==> src/rtl/spi_seq_pkg.sv <==
// Shared opcodes, FSM state and response-code types for the SPI command sequencer.
package spi_seq_pkg;

  localparam logic [7:0] OP_WR = 8'h01;
  localparam logic [7:0] OP_RD = 8'h02;

  typedef enum logic [2:0] {
    IDLE,
    CHECK,
    SEND,
    WAIT_RX,
    RESP
  } state_t;

  typedef enum logic [1:0] {
    OK      = 2'b00,
    BAD_OP  = 2'b01,
    TIMEOUT = 2'b10
  } rsp_code_t;

  // Byte issued at position idx of the 4-byte frame; reads shift out two dummy bytes.
  function automatic logic [7:0] tx_byte_map(input logic [7:0]  op,
                                             input logic [7:0]  addr,
                                             input logic [15:0] wdata,
                                             input logic [1:0]  idx);
    logic [7:0] b;
    case (idx)
      2'd0:    b = op;
      2'd1:    b = addr;
      2'd2:    b = (op == OP_WR) ? wdata[15:8] : 8'h00;
      default: b = (op == OP_WR) ? wdata[7:0]  : 8'h00;
    endcase
    return b;
  endfunction

endpackage

==> src/rtl/spi_seq_timeout.sv <==
// Per-byte watchdog: counts cycles of SPI inactivity and flags the abort point.
module spi_seq_timeout #(
  parameter int TIMEOUT_CYCLES = 4096
) (
  input  logic clk,
  input  logic reset,
  input  logic i_clear,
  input  logic i_enable,
  output logic o_expired
);

  localparam int W = (TIMEOUT_CYCLES > 2) ? $clog2(TIMEOUT_CYCLES) : 1;
  // The count would reach TIMEOUT_CYCLES-1 on the edge that ends this cycle; the FSM
  // leaves on that same edge, so the response lands TIMEOUT_CYCLES cycles after the
  // last byte strobe or received byte.
  localparam logic [W-1:0] LAST = W'(TIMEOUT_CYCLES - 2);

  logic [W-1:0] r_cnt;

  // Inactivity counter: cleared on activity or outside the byte phases, else counts up.
  always_ff @(posedge clk or posedge reset) begin
    // NOTE: non-blocking assignments in clocked logic so every register samples pre-edge values.
    if (reset) begin
      r_cnt <= '0;
    end else if (i_clear) begin
      r_cnt <= '0;
    end else if (i_enable && !o_expired) begin
      r_cnt <= r_cnt + W'(1);
    end
  end

  assign o_expired = i_enable && (r_cnt == LAST);

endmodule

==> src/rtl/spi_cmd_sequencer.sv <==
// Turns one decoded UART command frame into a 4-byte SPI transaction under one CS
// window and reports read data plus OK/BAD_OP/TIMEOUT status to the response path.
module spi_cmd_sequencer
  import spi_seq_pkg::*;
#(
  parameter int MAX_BYTES_PER_CS = 4,
  parameter int TIMEOUT_CYCLES   = 4096,
  parameter int CNT_W            = $clog2(MAX_BYTES_PER_CS + 1)
) (
  input  logic             clk,
  input  logic             reset,
  input  logic             cmd_valid,
  input  logic [7:0]       cmd_op,
  input  logic [7:0]       cmd_addr,
  input  logic [15:0]      cmd_wdata,
  output logic             cmd_ready,
  output logic             cmd_dropped,
  output logic [CNT_W-1:0] spi_tx_count,
  output logic [7:0]       spi_tx_byte,
  output logic             spi_tx_dv,
  input  logic             spi_tx_ready,
  input  logic             spi_rx_dv,
  input  logic [7:0]       spi_rx_byte,
  output logic             rsp_valid,
  output logic [1:0]       rsp_code,
  output logic [15:0]      rsp_rdata,
  output logic             busy
);

  state_t      r_state, w_next_state;
  logic [7:0]  r_op, r_addr;
  logic [15:0] r_wdata;
  logic [1:0]  r_idx;
  logic [15:0] r_rdata;
  rsp_code_t   r_rsp_code;
  logic [15:0] r_rsp_rdata;

  logic w_accept, w_bad_op, w_tx_fire, w_rx_take, w_done, w_timeout;
  logic w_tmr_en, w_tmr_clear, w_expired;

  // State register.
  always_ff @(posedge clk or posedge reset) begin
    if (reset) r_state <= IDLE;
    else       r_state <= w_next_state;
  end

  // Next-state logic plus the single-cycle event strobes that steer the datapath.
  always_comb begin
    // NOTE: every output of this block gets a default first so no path infers a latch.
    w_next_state = r_state;
    w_accept     = 1'b0;
    w_bad_op     = 1'b0;
    w_tx_fire    = 1'b0;
    w_rx_take    = 1'b0;
    w_done       = 1'b0;
    w_timeout    = 1'b0;
    unique case (r_state)
      IDLE: if (cmd_valid) begin
        w_accept     = 1'b1;
        w_next_state = CHECK;
      end
      CHECK: if (r_op == OP_WR || r_op == OP_RD) begin
        w_next_state = SEND;
      end else begin
        w_bad_op     = 1'b1;
        w_next_state = RESP;
      end
      SEND: if (spi_tx_ready) begin
        w_tx_fire    = 1'b1;
        w_next_state = WAIT_RX;
      end else if (w_expired) begin
        w_timeout    = 1'b1;
        w_next_state = RESP;
      end
      // A received byte beats a simultaneous expiry: the byte did arrive in time.
      WAIT_RX: if (spi_rx_dv) begin
        w_rx_take = 1'b1;
        if (r_idx == 2'd3) begin
          w_done       = 1'b1;
          w_next_state = RESP;
        end else begin
          w_next_state = SEND;
        end
      end else if (w_expired) begin
        w_timeout    = 1'b1;
        w_next_state = RESP;
      end
      RESP:    w_next_state = IDLE;
      default: w_next_state = IDLE;
    endcase
  end

  // Port-level outputs decoded from state and strobes.
  always_comb begin
    cmd_ready   = (r_state == IDLE);
    busy        = (r_state != IDLE);
    cmd_dropped = cmd_valid && (r_state != IDLE);
    spi_tx_dv   = w_tx_fire;
    spi_tx_byte = w_tx_fire ? tx_byte_map(r_op, r_addr, r_wdata, r_idx) : 8'h00;
    rsp_valid   = (r_state == RESP);
    rsp_code    = r_rsp_code;
    rsp_rdata   = r_rsp_rdata;
  end

  assign spi_tx_count = CNT_W'(MAX_BYTES_PER_CS);

  // Frame capture, byte index, read-data assembly and the held response registers.
  always_ff @(posedge clk or posedge reset) begin
    if (reset) begin
      r_op        <= '0;
      r_addr      <= '0;
      r_wdata     <= '0;
      r_idx       <= '0;
      r_rdata     <= '0;
      r_rsp_code  <= OK;
      r_rsp_rdata <= '0;
    end else begin
      if (w_accept) begin
        r_op    <= cmd_op;
        r_addr  <= cmd_addr;
        r_wdata <= cmd_wdata;
        r_idx   <= '0;
        r_rdata <= '0;
      end
      if (w_rx_take) begin
        if (r_op == OP_RD && r_idx == 2'd2) r_rdata[15:8] <= spi_rx_byte;
        if (r_op == OP_RD && r_idx == 2'd3) r_rdata[7:0]  <= spi_rx_byte;
        if (!w_done) r_idx <= r_idx + 2'd1;
      end
      if (w_bad_op || w_timeout) begin
        r_rsp_code  <= w_bad_op ? BAD_OP : TIMEOUT;
        r_rsp_rdata <= '0;
      end
      if (w_done) begin
        r_rsp_code  <= OK;
        r_rsp_rdata <= (r_op == OP_RD) ? {r_rdata[15:8], spi_rx_byte} : 16'h0000;
      end
    end
  end

  assign w_tmr_en    = (r_state == SEND) || (r_state == WAIT_RX);
  assign w_tmr_clear = !w_tmr_en || w_tx_fire || w_rx_take;

  spi_seq_timeout #(
    .TIMEOUT_CYCLES(TIMEOUT_CYCLES)
  ) u_timeout (
    .clk      (clk),
    .reset    (reset),
    .i_clear  (w_tmr_clear),
    .i_enable (w_tmr_en),
    .o_expired(w_expired)
  );

endmodule

==> config.mk <==
export PLATFORM = sky130hd
export DESIGN_NAME = spi_cmd_sequencer
export DESIGN_NICKNAME = d
export VERILOG_FILES = /design/src/rtl/spi_seq_pkg.sv /design/src/rtl/spi_seq_timeout.sv /design/src/rtl/spi_cmd_sequencer.sv
export SDC_FILE = /design/constraint.sdc
export NUM_CORES = 1
export LEC_CHECK = 0
export CORE_MARGIN = 2
export CORE_UTILIZATION = 55
export DETAILED_ROUTE_END_ITERATION = 8
export GPL_TIMING_DRIVEN = 0
export PLACE_DENSITY = 0.9
export SLEW_MARGIN = 20
export SYNTH_ARGS = -nofsm -noshare
export SYNTH_HDL_FRONTEND = slang
export SYNTH_SLANG_ARGS = --single-unit
==> constraint.sdc <==
create_clock -name clk -period 5.05 [get_ports clk]
set_input_delay 0.505 -clock clk [delete_from_list [all_inputs] [get_ports clk]]
set_output_delay 0.505 -clock clk [all_outputs]
set_load 0.03 [all_outputs]
After elaboration in Yosys (flattened, before gate mapping)

Index checks and enable logic that the tools add are counted.

Flip-flop bits (word level): 83
Bits of input ports: 45
Output and inout bits: 34
Logic and storage cells: 80

$add $sub $neg: 2
Eq/ne operators: 11
Muxes and demuxes: 41
Reduce and logical (&&, ||, !) cells: 17

Operator list:

| operator                | number |
|---|---|
| $mux W16                | 5 |
| $mux W8                 | 5 |
| $mux W12                | 2 |
| $pmux W8 S3             | 1 |
| $mux W3                 | 6 |
| $mux W1                 | 14 |
| $add A12 B1 Y12 const B | 1 |
| $eq A12 B12 Y1 const B  | 1 |
| $mux W2                 | 6 |
| $pmux W3 S4             | 1 |
| $eq A8 B1 Y1 const B    | 1 |
| $eq A8 B2 Y1 const B    | 1 |
| $eq A3 B2 Y1 const B    | 2 |
| $logic_and A1 B1 Y1     | 5 |
| $logic_or A1 B1 Y1      | 5 |
| $eq A2 B2 Y1 const B    | 2 |
| $reduce_bool A2 Y1      | 2 |
| $eq A3 B1 Y1 const B    | 1 |
| $eq A3 B3 Y1 const B    | 1 |
| $logic_not A3 Y1        | 1 |
| $reduce_bool A3 Y1      | 1 |
| $add A2 B1 Y2 const B   | 1 |
| $eq A2 B1 Y1 const B    | 1 |
| $logic_not A1 Y1        | 2 |
| 3 further kinds         | 3 |

Depth between registers and ports, before layout

Depth after elaboration: 9
Depth in mapped cells: 7
Gate-level depth less buffers: 6

Cells and area by module

Synthesis repeated with hierarchy kept, for this count alone.

Cells, all modules: 357
Area total of the unflattened synthesis: 4120.2 um^2

By module, submodules not included:

| module            | instances | cells an instance | area an instance (um^2) | sequential area each (um^2) |
|---|---|---|---|---|
| spi_cmd_sequencer | 1         | 289               | 3427.0                  | 1576.5 |
| spi_seq_timeout   | 1         | 68                | 693.2                   | 300.3 |

Worst setup path before layout

No wires, ideal clock.

Kind: register to register
Start point: register r_state[2]
End point: register r_addr[0]
Library setup time: 0.125 ns
Arrival: 2.097 ns
Data required time: 4.925 ns
Path slack: 2.829 ns
Stages on the path, launching flop included: 5
Path buffers: 1
Period minus slack after synthesis: 2.221 ns
Path through: dfrtp_1 nor3_1 nand2_1 buf_2 mux2_2

Cells in the longest elaborated chain, start to end: 2

Ends and longest elaborated chain:

| item                   | RTL line                 | text |
|---|---|---|
| from (decl)            | spi_cmd_sequencer.sv:30  | `state_t r_state, w_next_state;` |
| from (signal assigned) | spi_cmd_sequencer.sv:44  | `else r_state <= w_next_state;` |
| $logic_not A3 Y1       | --                       |  |
| via cmd_ready          | spi_cmd_sequencer.sv:16  | `output logic cmd_ready,` |
| $mux W1                | spi_cmd_sequencer.sv:57  | `unique case (r_state)` |
| to (signal assigned)   | spi_cmd_sequencer.sv:120 | `r_addr <= cmd_addr;` |
| to (decl)              | spi_cmd_sequencer.sv:31  | `logic [7:0] r_op, r_addr;` |

The timed path passes the listed nets, and every way through them passes these cells.
A chain may end at the register's enable or synchronous reset.

Worst setup path after layout

Start point: register r_idx[0]
End point: output port spi_tx_byte[3]

Cells in the longest elaborated chain, start to end: 3
Elaborated cells on any way between the ends: 5
Those cells by class: eq/ne: 2; mux: 2; reduce/logical: 1

Ends and longest elaborated chain:

| item                                       | RTL line                 | text |
|---|---|---|
| from (decl)                                | spi_cmd_sequencer.sv:33  | `logic [1:0] r_idx;` |
| from (signal assigned)                     | spi_cmd_sequencer.sv:128 | `if (!w_done) r_idx <= r_idx + 2'd1;` |
| $eq A2 B2 Y1, or another cell as far along | spi_seq_pkg.sv:27        | `case (idx)` |
| $pmux W8 S3 *                              | spi_seq_pkg.sv:27        |  |
| $mux W8 *                                  | spi_cmd_sequencer.sv:99  | `spi_tx_byte = w_tx_fire ? tx_byte_map(r_op, r_addr, r_wdata, r_idx) : 8'h00;` |
| to (decl)                                  | spi_cmd_sequencer.sv:19  | `output logic [7:0] spi_tx_byte,` |

Every way passes the cells marked *; elsewhere a longest branch is shown, timed or not.

==> impl_results.rst <==
.. list-table::
   :header-rows: 1

   * - Metric
     - Value
   * - Status
     - finished, final reports clean
   * - Critical Setup Path Class
     - reg2out
   * - Largest fanout on the critical path
     - 10
   * - Pins Over Slew Limit
     - 0
   * - Global-route track usage on met2
     - 39.0%
   * - Setup clock skew after layout
     - 10.5 ps
   * - Worst r2r src
     - r_idx[0]$_DFF_PP0_
   * - Count of flip-flops with a built-in enable after synthesis
     - 0
   * - Worst path required time
     - 4550 ps
   * - Layout filler cell count
     - 424
   * - # setup viols final
     - 0
   * - Reported net switching power
     - 0.788 mW
   * - Synth-to-Final Area Change
     - 29.3%
   * - Via-to-Cell Ratio
     - 5.86
   * - Switching power as a share of total power
     - 37.6%
   * - Max Fclk
     - 303 MHz
   * - Nature of the critical path startpoint
     - register
   * - Final routed wire length divided by cell count
     - 17.2 um
   * - Slew at the pin closest to its max-slew limit
     - 632 ps
   * - Arrival @ worst endpoint
     - 2790 ps
   * - Top post-synthesis cells by area
     - dfrtp_1 52%, mux2_2 9.9%, a22o_1 3.9%
   * - Detailed-route wire length
     - 8470 um
   * - Period minus WS final
     - 3300 ps
   * - Path category of the worst min-delay check
     - in2async
   * - YS warnings
     - 0
   * - Clock power frac
     - 20.8%
   * - Count of nets left with antenna violations after detail routing
     - 0
   * - Count of buffers inserted at the top-level ports
     - 75
   * - Unique cell type count in the Yosys netlist
     - 46
   * - CP dominant cell by count
     - clkbuf_1
   * - Final total negative setup slack
     - 0 ps
   * - Remaining routing DRC violations
     - 0
   * - Top-Level Pins
     - 79
   * - Clock-pin slew of the registers on the worst-case setup and hold paths
     - 80 ps
   * - Largest net degree at the start of global routing
     - 54
   * - Share of layout cells above drive strength 1
     - 15.9%
   * - Mapped Avg Cell Area
     - 11.2 sq um
   * - Number of hold buffers added after CTS
     - 0
   * - Placer congestion estimate
     - 0.838
   * - Clock latency on the worst-skew pair
     - 370 ps
   * - Standard-cell rows
     - 29
   * - Number of buffers created by CTS
     - 9
   * - Maximum vdd drop
     - 0.417 mV
   * - Quantity of gates resized following cts
     - 0
   * - Maximum Capacitance Violations
     - 0
   * - Cell Chain, Critical Path
     - ha_1 -> clkbuf_1 -> clkbuf_1 -> nand2_1 -> a21oi_1 -> o21a_1 -> clkdlybuf4s50_1
   * - Root buf cell
     - clkbuf_8
   * - Total Die Area
     - 0.00726 sq mm
   * - Predominant post-synthesis flop cell
     - dfrtp_1
   * - Horiz. Die Dim
     - 85.2 um
   * - Drt first pass iters
     - 5
   * - Slowest stage delay, CP
     - 670 ps
   * - Final net count
     - 462
   * - Internal power summed over all cells
     - 1.31 mW
   * - Cells after Synth
     - 323
   * - Part of the Yosys area used for sequential elements
     - 51.8%
   * - Number of diodes added for antenna fixing
     - 0
   * - Clk buf depth
     - 2
   * - Largest area contributor in the netlist
     - dfrtp_1
   * - CTS tree
     - done
   * - GRT overflow
     - 0
   * - Share of power burned in registers
     - 41.8%
   * - Effective utilization at floorplan
     - 57.1%
   * - Post-CTS setup buffer count
     - 0
   * - Final-report hold violation count
     - 0
   * - Total via count after detailed routing
     - 2889
   * - Cell area after synthesis
     - 0.00362 sq mm
   * - Asr flop ratio synth
     - 100%
   * - Global-route track usage on met1
     - 35.0%
   * - Total power density per cell area
     - 447 mW/mm^2
   * - R2R setup slack
     - 2990 ps
   * - Sum of net half-perimeters after detailed placement
     - 5980 um
   * - Final Hold Slack
     - 442 ps
   * - GRT busiest layer
     - met2
   * - Static leakage
     - 1.97 nW
   * - First-pass GRT wire length
     - 14200 um
   * - Period utilization
     - 65.3%
   * - Setup repair after global routing missed its margin
     - no
   * - # clock sinks
     - 75
   * - Register bit total from synthesis
     - 75
   * - Area share of the largest cell type after synthesis
     - 51.8%
   * - Depth of the most critical reg-to-reg path
     - 6
   * - DR iter-0 viols
     - 320
   * - GR Layer Usage met3
     - 6.03%
   * - Commonest cells after routing, fill and taps aside
     - 75 x clkdlybuf4s50_1, 75 x dfrtp_1, 32 x mux2_2
   * - H-Tree Level Count
     - 3
   * - Chip height
     - 85.2 um
   * - Initial antenna violation count
     - 0
   * - Area of the core
     - 0.00635 sq mm
   * - Worst reg2reg path endpoint
     - r_rdata[10]$_DFF_PP0_
   * - Master of the slowest instance on the critical path
     - clkdlybuf4s50_1
   * - Combined global-route utilization of all metal layers
     - 25.2%
   * - Fraction of power consumed by combinational cells
     - 37.4%
   * - Total Power Consumption
     - 2.10 mW
   * - Critical path capture point type
     - primary output
   * - Worst-case headroom to the max-slew limit
     - 57.8%
   * - Number of global-route vias before repair
     - 2824
cell type report:
class	instances	area (sq um)	share of cell area (%)
Tap cell	77	96.3	2.05
Sequential cell	75	1880	40.0
Timing Repair Buffer	76	778	16.6
Clock inverter	7	58.8	1.25
Buffer	19	100	2.14
Inverter	16	62.6	1.33
Multi-Input combinational cell	214	1590	33.9
Clock buffer	9	124	2.64
state kept, by name, indices dropped and copies added (netlist names):
register / cells
r_wdata: 16
rsp_rdata: 16
u_timeout.r_cnt: 12
r_addr: 8
r_op: 8
r_rdata: 8
r_state: 3
r_idx: 2
rsp_code: 2
power groups by stage:
| stage | clock network, mW | logic, mW | registers [mW] |
|---|---|---|---|
| detailed placement | 0 | 0.775 | 0.881 |
| global placement | 0 | 0.746 | 0.871 |
| global route | 0.468 | 0.847 | 0.894 |
| floorplan | 0 | 0.561 | 0.846 |
| CTS | 0.440 | 0.781 | 0.873 |
| finish | 0.436 | 0.784 | 0.876 |
routing by layer:
metal | up-vias | share of wire [%]
met1 | 1438 | 44
met3 | 14 | 4.7
met2 | 87 | 50
met5 | - | 0
li1 | 1350 | -
met4 | 0 | 1.3
critical path: cells and delay by family, from the launching register on:
| family | cells | cell delay (ps) |
|---|---|---|
| compound gates | 2 | 350 |
| buf+inv | 3 | 1380 |
| flops | 1 | 430 |
| simple gates | 1 | 110 |
| fa+ha+maj | 1 | 160 |
cells in the mapped netlist, drive strengths merged, types with 2 or more instances:
cell type and instances:
o311ai 2, a22o 16, nor2b 5, a21oi 19, nand2 26, nand3b 8, or3 4, or4 7
dfrtp 75, o41ai 2, buf 10, nor3 7, conb 2, clkbuf 9, nand3 9, and2 2
ha 6, a22oi 8, o31ai 5, mux2 32, a211oi 2, nor4 2, o21ai 6, mux2i 8
nand2b 2, nand4 2, o21a 8, inv 16, nor2 12, nor3b 2
stage by stage:
stage / util, % / instances / cell area [sq um] / setup slack (ps)
2_1_floorplan: - / 324 / 3630 / 2640
3_3_place_gp: 70.5 / 476 / 4480 / 1480
3_5_place_dp: 71.0 / 477 / 4510 / 2000
4_1_cts: 73.8 / 493 / 4690 / 1750
5_1_grt: 73.8 / 493 / 4690 / 1560
6_report: 73.8 / 493 / 4690 / 1750
cells by family after synthesis:
family | Yosys count | synth area share (%)
AO/OA/AOI/OAI | 72 | 14.4
buffers and inverters | 35 | 4.42
flip-flops | 75 | 51.8
other | 2 | 0.207
multiplexers | 40 | 12.2
XOR/XNOR | 1 | 0.242
AND/OR/NAND/NOR | 92 | 14.8
adder cells (fa/ha/maj) | 6 | 2.07
how the worst max path moves through the flow:
stage / start / endpoint / slack (ps) / cells after the start
final: r_idx[0]$_DFF_PP0_ / spi_tx_byte[3] / 1750 / 7
after floorplan: reset / r_addr[0]$_DFFE_PP0P_ / 2640 / 1
after CTS: r_idx[0]$_DFF_PP0_ / spi_tx_byte[3] / 1750 / 7
after detailed placement: spi_tx_ready / spi_tx_byte[0] / 2000 / 6
after global placement: reset / u_timeout.r_cnt[10]$_DFFE_PP0P_ / 1480 / 2
after global routing: r_idx[0]$_DFF_PP0_ / spi_tx_byte[3] / 1560 / 7
Note: power is estimated with default switching activity, not from simulation.
